===== src/rtl/os_out_collector_pkg.sv =====
// Shared defaults and types for the OS-mode output collector.
package os_out_collector_pkg;

  localparam int COL       = 8;
  localparam int PSUM_BW   = 16;
  localparam int DEPTH     = 16;
  localparam int PTR_W     = $clog2(DEPTH);
  localparam int CNT_W     = PTR_W + 1;
  localparam int OVF_CNT_W = 8;

  typedef logic [PSUM_BW-1:0] psum_t;

endpackage


===== src/rtl/os_col_fifo.sv =====
// Single-column psum FIFO: push/pop, occupancy count, full/empty and sticky
// overflow. Storage is intentionally not reset; only pointers and counts are.
module os_col_fifo
  import os_out_collector_pkg::*;
#(
  parameter int depth   = DEPTH,
  parameter int psum_bw = PSUM_BW
) (
  input  logic               clk,
  input  logic               reset,
  input  logic               push,
  input  logic               pop,
  input  logic [psum_bw-1:0] din,
  output logic [psum_bw-1:0] head,
  output logic               full,
  output logic               empty,
  output logic               ovf
);

  localparam int ptr_w = $clog2(depth);
  localparam int cnt_w = ptr_w + 1;

  logic [psum_bw-1:0] mem_r [depth];
  logic [ptr_w-1:0]   wr_ptr_r;
  logic [ptr_w-1:0]   rd_ptr_r;
  logic [cnt_w-1:0]   count_r;
  logic               ovf_r;
  logic               do_push_s;
  logic               do_pop_s;

  // Status and accepted push/pop; a pop in the same cycle frees a full slot.
  always_comb begin
    full      = (count_r == cnt_w'(depth));
    empty     = (count_r == {cnt_w{1'b0}});
    do_pop_s  = pop & ~empty;
    do_push_s = push & (~full | do_pop_s);
  end

  // Entry storage, written only on an accepted push.
  always_ff @(posedge clk) begin
    if (do_push_s) begin
      mem_r[wr_ptr_r] <= din;
    end
  end

  // Pointers, occupancy and sticky overflow.
  always_ff @(posedge clk) begin
    if (reset) begin
      wr_ptr_r <= {ptr_w{1'b0}};
      rd_ptr_r <= {ptr_w{1'b0}};
      count_r  <= {cnt_w{1'b0}};
      ovf_r    <= 1'b0;
    end else begin
      if (do_push_s) begin
        wr_ptr_r <= wr_ptr_r + ptr_w'(1);
      end
      if (do_pop_s) begin
        rd_ptr_r <= rd_ptr_r + ptr_w'(1);
      end
      case ({do_push_s, do_pop_s})
        2'b10:   count_r <= count_r + cnt_w'(1);
        2'b01:   count_r <= count_r - cnt_w'(1);
        default: count_r <= count_r;
      endcase
      if (push & full & ~do_pop_s) begin
        ovf_r <= 1'b1;
      end
    end
  end

  assign head = mem_r[rd_ptr_r];
  assign ovf  = ovf_r;

endmodule


===== src/rtl/os_out_collector.sv =====
// Collects per-column OS psums (one entry per valid rising edge) into column
// FIFOs and presents complete rows. Optional macro OS_COLLECT_OVF_CNT_EN adds ovf_cnt.
module os_out_collector
  import os_out_collector_pkg::*;
#(
  parameter int col     = COL,
  parameter int psum_bw = PSUM_BW,
  parameter int depth   = DEPTH
) (
  input  logic                   clk,
  input  logic                   reset,
  input  logic [col*psum_bw-1:0] os_in,
  input  logic [col-1:0]         os_in_valid,
  input  logic                   rd,
  output logic [col*psum_bw-1:0] o_data,
  output logic                   o_valid,
  output logic                   o_full,
  output logic                   o_empty,
  output logic [col-1:0]         o_ovf
`ifdef OS_COLLECT_OVF_CNT_EN
  ,
  output logic [OVF_CNT_W-1:0]   ovf_cnt
`endif
);

  logic [col-1:0] vld_r;
  logic [col-1:0] push_s;
  logic [col-1:0] full_s;
  logic [col-1:0] empty_s;
  logic           pop_s;

  // Previous-cycle valid for rising-edge capture; cleared so a valid high
  // straight out of reset is captured once.
  always_ff @(posedge clk) begin
    if (reset) begin
      vld_r <= {col{1'b0}};
    end else begin
      vld_r <= os_in_valid;
    end
  end

  // Edge pushes and row-level status straight from the column counts.
  always_comb begin
    push_s  = os_in_valid & ~vld_r;
    o_valid = ~|empty_s;
    o_empty = &empty_s;
    o_full  = |full_s;
    pop_s   = rd & o_valid;
  end

  for (genvar c = 0; c < col; c++) begin : g_col
    os_col_fifo #(
      .depth   (depth),
      .psum_bw (psum_bw)
    ) u_fifo (
      .clk   (clk),
      .reset (reset),
      .push  (push_s[c]),
      .pop   (pop_s),
      .din   (os_in[c*psum_bw +: psum_bw]),
      .head  (o_data[c*psum_bw +: psum_bw]),
      .full  (full_s[c]),
      .empty (empty_s[c]),
      .ovf   (o_ovf[c])
    );
  end

`ifdef OS_COLLECT_OVF_CNT_EN
  logic [col-1:0]         drop_s;
  logic [15:0]            drop_sum_s;
  logic [15:0]            ovf_next_s;
  logic [OVF_CNT_W-1:0]   ovf_cnt_r;

  // Dropped pushes this cycle, summed over all columns.
  always_comb begin
    drop_s     = push_s & full_s & ~{col{pop_s}};
    drop_sum_s = 16'd0;
    for (int c = 0; c < col; c++) begin
      drop_sum_s = drop_sum_s + {15'd0, drop_s[c]};
    end
    ovf_next_s = {8'd0, ovf_cnt_r} + drop_sum_s;
  end

  // Saturating dropped-push counter.
  always_ff @(posedge clk) begin
    if (reset) begin
      ovf_cnt_r <= 8'd0;
    end else if (ovf_next_s > 16'd255) begin
      ovf_cnt_r <= 8'd255;
    end else begin
      ovf_cnt_r <= ovf_next_s[7:0];
    end
  end

  assign ovf_cnt = ovf_cnt_r;
`endif

endmodule


===== config.mk =====
export PLATFORM = sky130hd
export DESIGN_NAME = os_out_collector
export DESIGN_NICKNAME = d
export VERILOG_FILES = /design/src/rtl/os_out_collector_pkg.sv /design/src/rtl/os_col_fifo.sv /design/src/rtl/os_out_collector.sv
export SDC_FILE = /design/constraint.sdc
export NUM_CORES = 2
export LEC_CHECK = 0
export ABC_AREA = 1
export ABC_CLOCK_PERIOD_IN_PS = 3800
export BUFFER_PORTS_ARGS = -buffer_cell sky130_fd_sc_hd__buf_2
export CAP_MARGIN = 15
export CORE_ASPECT_RATIO = 1.75
export CORE_MARGIN = 8
export CORE_UTILIZATION = 45
export CTS_CLUSTER_DIAMETER = 40
export DETAILED_ROUTE_END_ITERATION = 10
export PLACE_DENSITY = 0.63
export SLEW_MARGIN = 40
export SYNTH_ARGS = -nofsm -noshare
export SYNTH_HDL_FRONTEND = slang
export SYNTH_SLANG_ARGS = --single-unit

===== constraint.sdc =====
create_clock -name clk -period 3.8 [get_ports clk]
set_clock_uncertainty 0.15 [all_clocks]
set_input_delay 0.76 -clock clk [delete_from_list [all_inputs] [get_ports clk]]
set_output_delay 0.76 -clock clk [all_outputs]
set_load 0.005 [all_outputs]

Word level (Yosys, flattened, before mapping)
Memories as Yosys holds them, arrays and structs flattened. A register that Yosys moved wholly into a read port is not among the register bits.
Cells that the tools add are included.
- bits in latches: 0
- output and inout port bits: 139
- memory bits (writable): 2048
- logic and storage cells: 224
- input bits: 139
- memories kept: 8
- register bits after elaboration: 120
- bits in read-only memories: 0
- equality and inequality tests: 24
- $add $sub $neg: 32
- shift-type cells: 0
- bitwise operators: 67
- $mul: 0
- magnitude comparators: 0
- reductions and logical operators: 20
- muxes and demuxes: 40
- div/mod/pow operators: 0
- memories (name ; depth ; bits a word ; rd ports ; clocked after memory_dff ; write ports ; RTL line ; source):
    g_col[0].u_fifo.mem_r ; 16 ; 16 ; 1 ; 1 ; 1 ; os_col_fifo.sv:23 ; logic [psum_bw-1:0] mem_r [depth];
    g_col[1].u_fifo.mem_r ; 16 ; 16 ; 1 ; 1 ; 1 ; os_col_fifo.sv:23 ;
    g_col[2].u_fifo.mem_r ; 16 ; 16 ; 1 ; 1 ; 1 ; os_col_fifo.sv:23 ;
    g_col[3].u_fifo.mem_r ; 16 ; 16 ; 1 ; 1 ; 1 ; os_col_fifo.sv:23 ;
    g_col[4].u_fifo.mem_r ; 16 ; 16 ; 1 ; 1 ; 1 ; os_col_fifo.sv:23 ;
    g_col[5].u_fifo.mem_r ; 16 ; 16 ; 1 ; 1 ; 1 ; os_col_fifo.sv:23 ;
    2 more memories ; - ; - ; - ; - ; - ; - ;
- operators by type and width (cell ; count):
    $pmux W5 S2 ; 8
    $add A4 B1 Y4 const B ; 16
    $mux W4 ; 16
    $add A5 B1 Y5 const B ; 8
    $eq A5 B5 Y1 const B ; 8
    $logic_not A5 Y1 ; 8
    $sub A5 B1 Y5 const B ; 8
    $and A1 B1 Y1 ; 33
    $not A1 Y1 ; 24
    $eq A2 B1 Y1 const B ; 8
    $eq A2 B2 Y1 const B ; 8
    $mux W1 ; 16
    $reduce_bool A2 Y1 ; 8
    $reduce_or A8 Y1 ; 2
    $and A8 B8 Y8 ; 1
    $not A8 Y8 ; 1
    $or A1 B1 Y1 ; 8
    $reduce_and A8 Y1 ; 1
    $logic_not A1 Y1 ; 1

Depth between registers and ports, before layout
- depth in word-level cells: 9
- gate-level depth with buffers: 19
- mapped depth without buffers: 18

Modules after synthesis
Synthesis repeated with hierarchy kept, for this count alone.
- cell total of the unflattened synthesis: 6588
- area, all modules: 89817.4 µm²
- by module, submodules not included (module ; cells an instance ; instances ; area an instance (µm²)):
    os_col_fifo (g_col[0].u_fifo ...) ; 817 ; 6 ; 11187.0
    os_col_fifo (g_col[7].u_fifo) ; 819 ; 1 ; 11189.5
    os_col_fifo (g_col[1].u_fifo) ; 817 ; 1 ; 11173.2
    os_out_collector ; 50 ; 1 ; 332.8

Worst setup path before layout
OpenSTA, ideal clock, no wires.
- path kind: register to register
- from: register g_col[1].u_fifo.count_r[0]
- to: memory g_col[3].u_fifo.mem_r[11][0] (netlist name) (enable)
- stages on the path, launching flop included: 9
- clock period less this slack: 2.890 ns
- path buffers: 0
- slack: 0.910 ns
- required time: 3.241 ns
- arrival: 2.331 ns
- path through: dfxtp_1 > nor2_1 > nand3_1 > nand2_2 > nor2_4 > nand3_4 > nand2_1 > nand2_2 > nor3_1
- word-level cells in the longest chain between the ends: 9
- RTL lines (item ; RTL line ; source):
    start, declared ; os_col_fifo.sv:26 ; logic [cnt_w-1:0] count_r;
    start signal, assigned ; os_col_fifo.sv:51 ; count_r <= {cnt_w{1'b0}};
    start signal, assigned ; os_col_fifo.sv:61 ; 2'b10: count_r <= count_r + cnt_w'(1);
    start signal, assigned ; os_col_fifo.sv:62 ; 2'b01: count_r <= count_r - cnt_w'(1);
    $logic_not A5 Y1 ; os_col_fifo.sv:34 ; empty = (count_r == {cnt_w{1'b0}});
    $reduce_or A8 Y1 ; os_out_collector.sv:45 ; o_valid = ~|empty_s;
    $logic_not A1 Y1 ; os_out_collector.sv:45 ;
    $and A1 B1 Y1 ; os_out_collector.sv:48 ; pop_s = rd & o_valid;
    $and A1 B1 Y1 ; os_col_fifo.sv:35 ; do_pop_s = pop & ~empty;
    $or A1 B1 Y1 ; os_col_fifo.sv:36 ; do_push_s = push & (~full | do_pop_s);
    $and A1 B1 Y1 ; os_col_fifo.sv:36 ;
    $mux W1 ; os_col_fifo.sv:41 ; if (do_push_s) begin
    $mux W1 (not written as such) ; os_col_fifo.sv:42 ; mem_r[wr_ptr_r] <= din;
    end, declared ; os_col_fifo.sv:23 ;
Every way passes these cells.

==> results.toml <==
[routing]
wire_per_inst_um = 22.4
first_iter_violations = 3752
ant_nets = 0
wl_um = 216000
via_per_inst = 5.48
dr.pass1.iters = 7
route.vias.total = 52800
drc = 0

[worst_setup_path]
crit_required_ns = 2.89
cp-end-kind = "output pin"
crit_top_cell = "o21ai_0"
crit_fanout = 26
critPathBufInv = 2
crit_type = "reg2out"
slowest_delay_ns = 0.51
critPathArrivalTime_ns = 2.73
cpLargestDelayFamily = "compound AO/OA/AOI/OAI gates"
crit_slowest_cell = "dfxtp_2"
critPathLaunchType = "flip-flop"
worstPathCellList = "buf_4, a21oi_1, o21ai_0, o21ai_0, o211ai_1, nand2_1, buf_2"

[synth]
syn_area_per_cell_sq_um = 13.8
synth_area_leaders = "edfxtp_1 (69%), mux2i_1 (5.8%), o211ai_1 (4.3%)"
synth_ff_type = "edfxtp_1"
yosysMostFrequentCell = "edfxtp_1"
syn_inst = 6458
synth_edf_count = 2048
synth.distinct_cells = 41
async_flop_share = 0
yosys_register_bits = 2200
syn_nets = 6669
synthTopCellsByCount = "edfxtp_1 (2048), o21ai_0 (682), inv_1 (638), a21oi_1 (597)"
yosysTopAreaCell = "edfxtp_1"
netlist.area_leader.share = 0.692
yosysWarnings = 0
synth-seq-area-share = 0.726
syn-cell-area_sq_mm = 0.0889

[layout]
area_delta_synth_final_pct = 14.5
multiInputGateArea_sq_mm = 0.0206
final_net_count = 7053
drive_above_1_share = 0.151
final-seq-area_sq_mm = 0.0646
num-fill-cells = 16300

[floorplan]
fp.dieH_um = 604
die_w_um = 352
die-area_sq_mm = 0.213
placementRows = 216
ios = 278
coreArea_sq_mm = 0.197
initial_core_util = 0.451

[placement]
pre_cts_ws_ns = 0.566
port_buffers = 277
gp_congestion = 0.822
dp_hpwl_um = 134000

[clock_tree]
clkLatencyLatePin_ns = 0.84
cts_tree = "yes"
root_buffer = "clkbuf_16"
cts_sinks = 2200
cts_buffers = 217
htree_levels = 4
clk_pin_slew_worst_paths_ns = 0.06
clk_path_buf_depth = 4

[timing]
setup_viol = 0
slew_headroom = 0.413
max_freq_mhz = 275
period_minus_slack_ns = 3.64
slew_viol_final = 0
worst_pin_slew_ns = 0.880
finalWorstSetupSlack_ns = 0.157
rsz0062_at_grt = "false"
finalCritPeriodShare = 0.959
fin_tns_setup_ns = 0
hold_viol = 0

[outcome]
outcome = "finished, final reports clean"

[worst_hold_path]
min_path_type = "in2reg"

[power]
leakagePower_nw = 34.0
p_per_area_mw_per_mm2 = 486
max-vdd-ir-drop_v = 0.000474

[global_routing]
grt_pass1_wl_um = 325000
gr-total-overflow = 0
grt_max_degree = 85
antenna_found_initial = 14
grt_pass1_vias = 53200
grt_usage = 0.196

[run]
cap_violations = 0
-- worst reg2reg max path, delay by kind of cell (launching register included) --
family / cells / cell delay [ns]
compound gates: 3 / 0.44
xor+xnor: 1 / 0.19
fa+ha+maj: 2 / 0.51
buf+inv: 1 / 0.06
flops: 1 / 0.41
simple gates: 11 / 1.43
-- stage by stage --
stage	utilization	total power, mW	hold WS (ns)	cells	area, sq um
floorplan	-	28.0	0.262	6458	88900
global placement	0.480	28.8	0.278	9222	94500
detailed placement	0.480	28.9	0.299	9222	94500
CTS	0.516	49.9	0.00603	9621	102000
global route	0.517	50.9	0.0326	9633	102000
finish	0.517	49.4	0.0645	9636	102000
-- layout by cell type (no fill, tap or decap), types with 17 or more instances in the layout --
master,n
ha_1,69
o211ai_1,512
dfxtp_1,129
nor2_1,109
buf_4,217
inv_1,633
nand3_1,182
clkinvlp_4,18
clkinv_2,32
a21oi_1,597
edfxtp_1,2048
nor2_2,114
clkinv_1,39
a31oi_1,18
buf_2,276
inv_2,20
o21ai_0,682
mux2i_1,512
clkbuf_1,32
buf_12,33
bufinv_16,17
xor2_1,28
clkbuf_16,219
nand2_1,299
-- power breakdown --
part | switching, mW | internal [mW]
combinational | 1.08 | 0.443
sequential | 0.104 | 26.7
clock | 9.21 | 11.9
-- registers in the layout, indices dropped and copies added, names as in the netlist, named ones only --
signal and flops:
g_col.u_fifo.mem_r 2048, g_col.u_fifo.count_r 40, g_col.u_fifo.rd_ptr_r 32, g_col.u_fifo.wr_ptr_r 32, g_col.u_fifo.ovf 8, vld_r 8
-- logic make-up after synthesis --
kind of cell,count (synthesis),synth area share
compound gates,1840,0.119
xor+xnor,30,0.00296
fa+ha+maj,72,0.0104
buf+inv,1036,0.0457
flops,2200,0.726
mux,512,0.0577
simple gates,768,0.0378
-- timing repair --
action / in CTS / in global routing
setup endpoints to repair: 29 / 19
resized for setup: 2 / 8
pin swaps: 0 / 0
buffers inserted: 5 / 9
hold buffers: 3 / 0
cloned: 0 / 0
hold endpoints to repair: 3 / 0
-- path summary, 6_finish.rpt --
check | start | endpoint | slack, ns | cells past startpoint
worst max-delay path | flip-flop | o_data[62] | 0.16 | 7
worst min-delay path | os_in_valid[7] | vld_r[7] | 0.06 | 3
worst max register to register | g_col[1].u_fifo.count_r[0] | g_col[7].u_fifo.count_r[4] | 0.49 | 18
worst min register to register | g_col[5].u_fifo.rd_ptr_r[3] | g_col[5].u_fifo.rd_ptr_r[3] | 0.31 | 1
-- layer usage --
layer / part of all wire / vias up / global-route usage
li1: - / 24700 / -
met4: 0.036 / 10 / 0.0724
met5: 0.00032 / - / 0
met2: 0.55 / 1445 / 0.375
met3: 0.049 / 467 / 0.0299
met1: 0.37 / 26200 / 0.218
-- layout make-up --
cell class / count / share of cell area
antenna: 6 / 0.000148
clock buffer: 252 / 0.0552
clock inverter: 139 / 0.0133
inverter: 660 / 0.0244
multi-input combinational: 3222 / 0.202
sequential: 2200 / 0.635
tap: 2616 / 0.0322
timing repair buffer: 541 / 0.0381
Note: power is estimated with default switching activity, not from simulation.
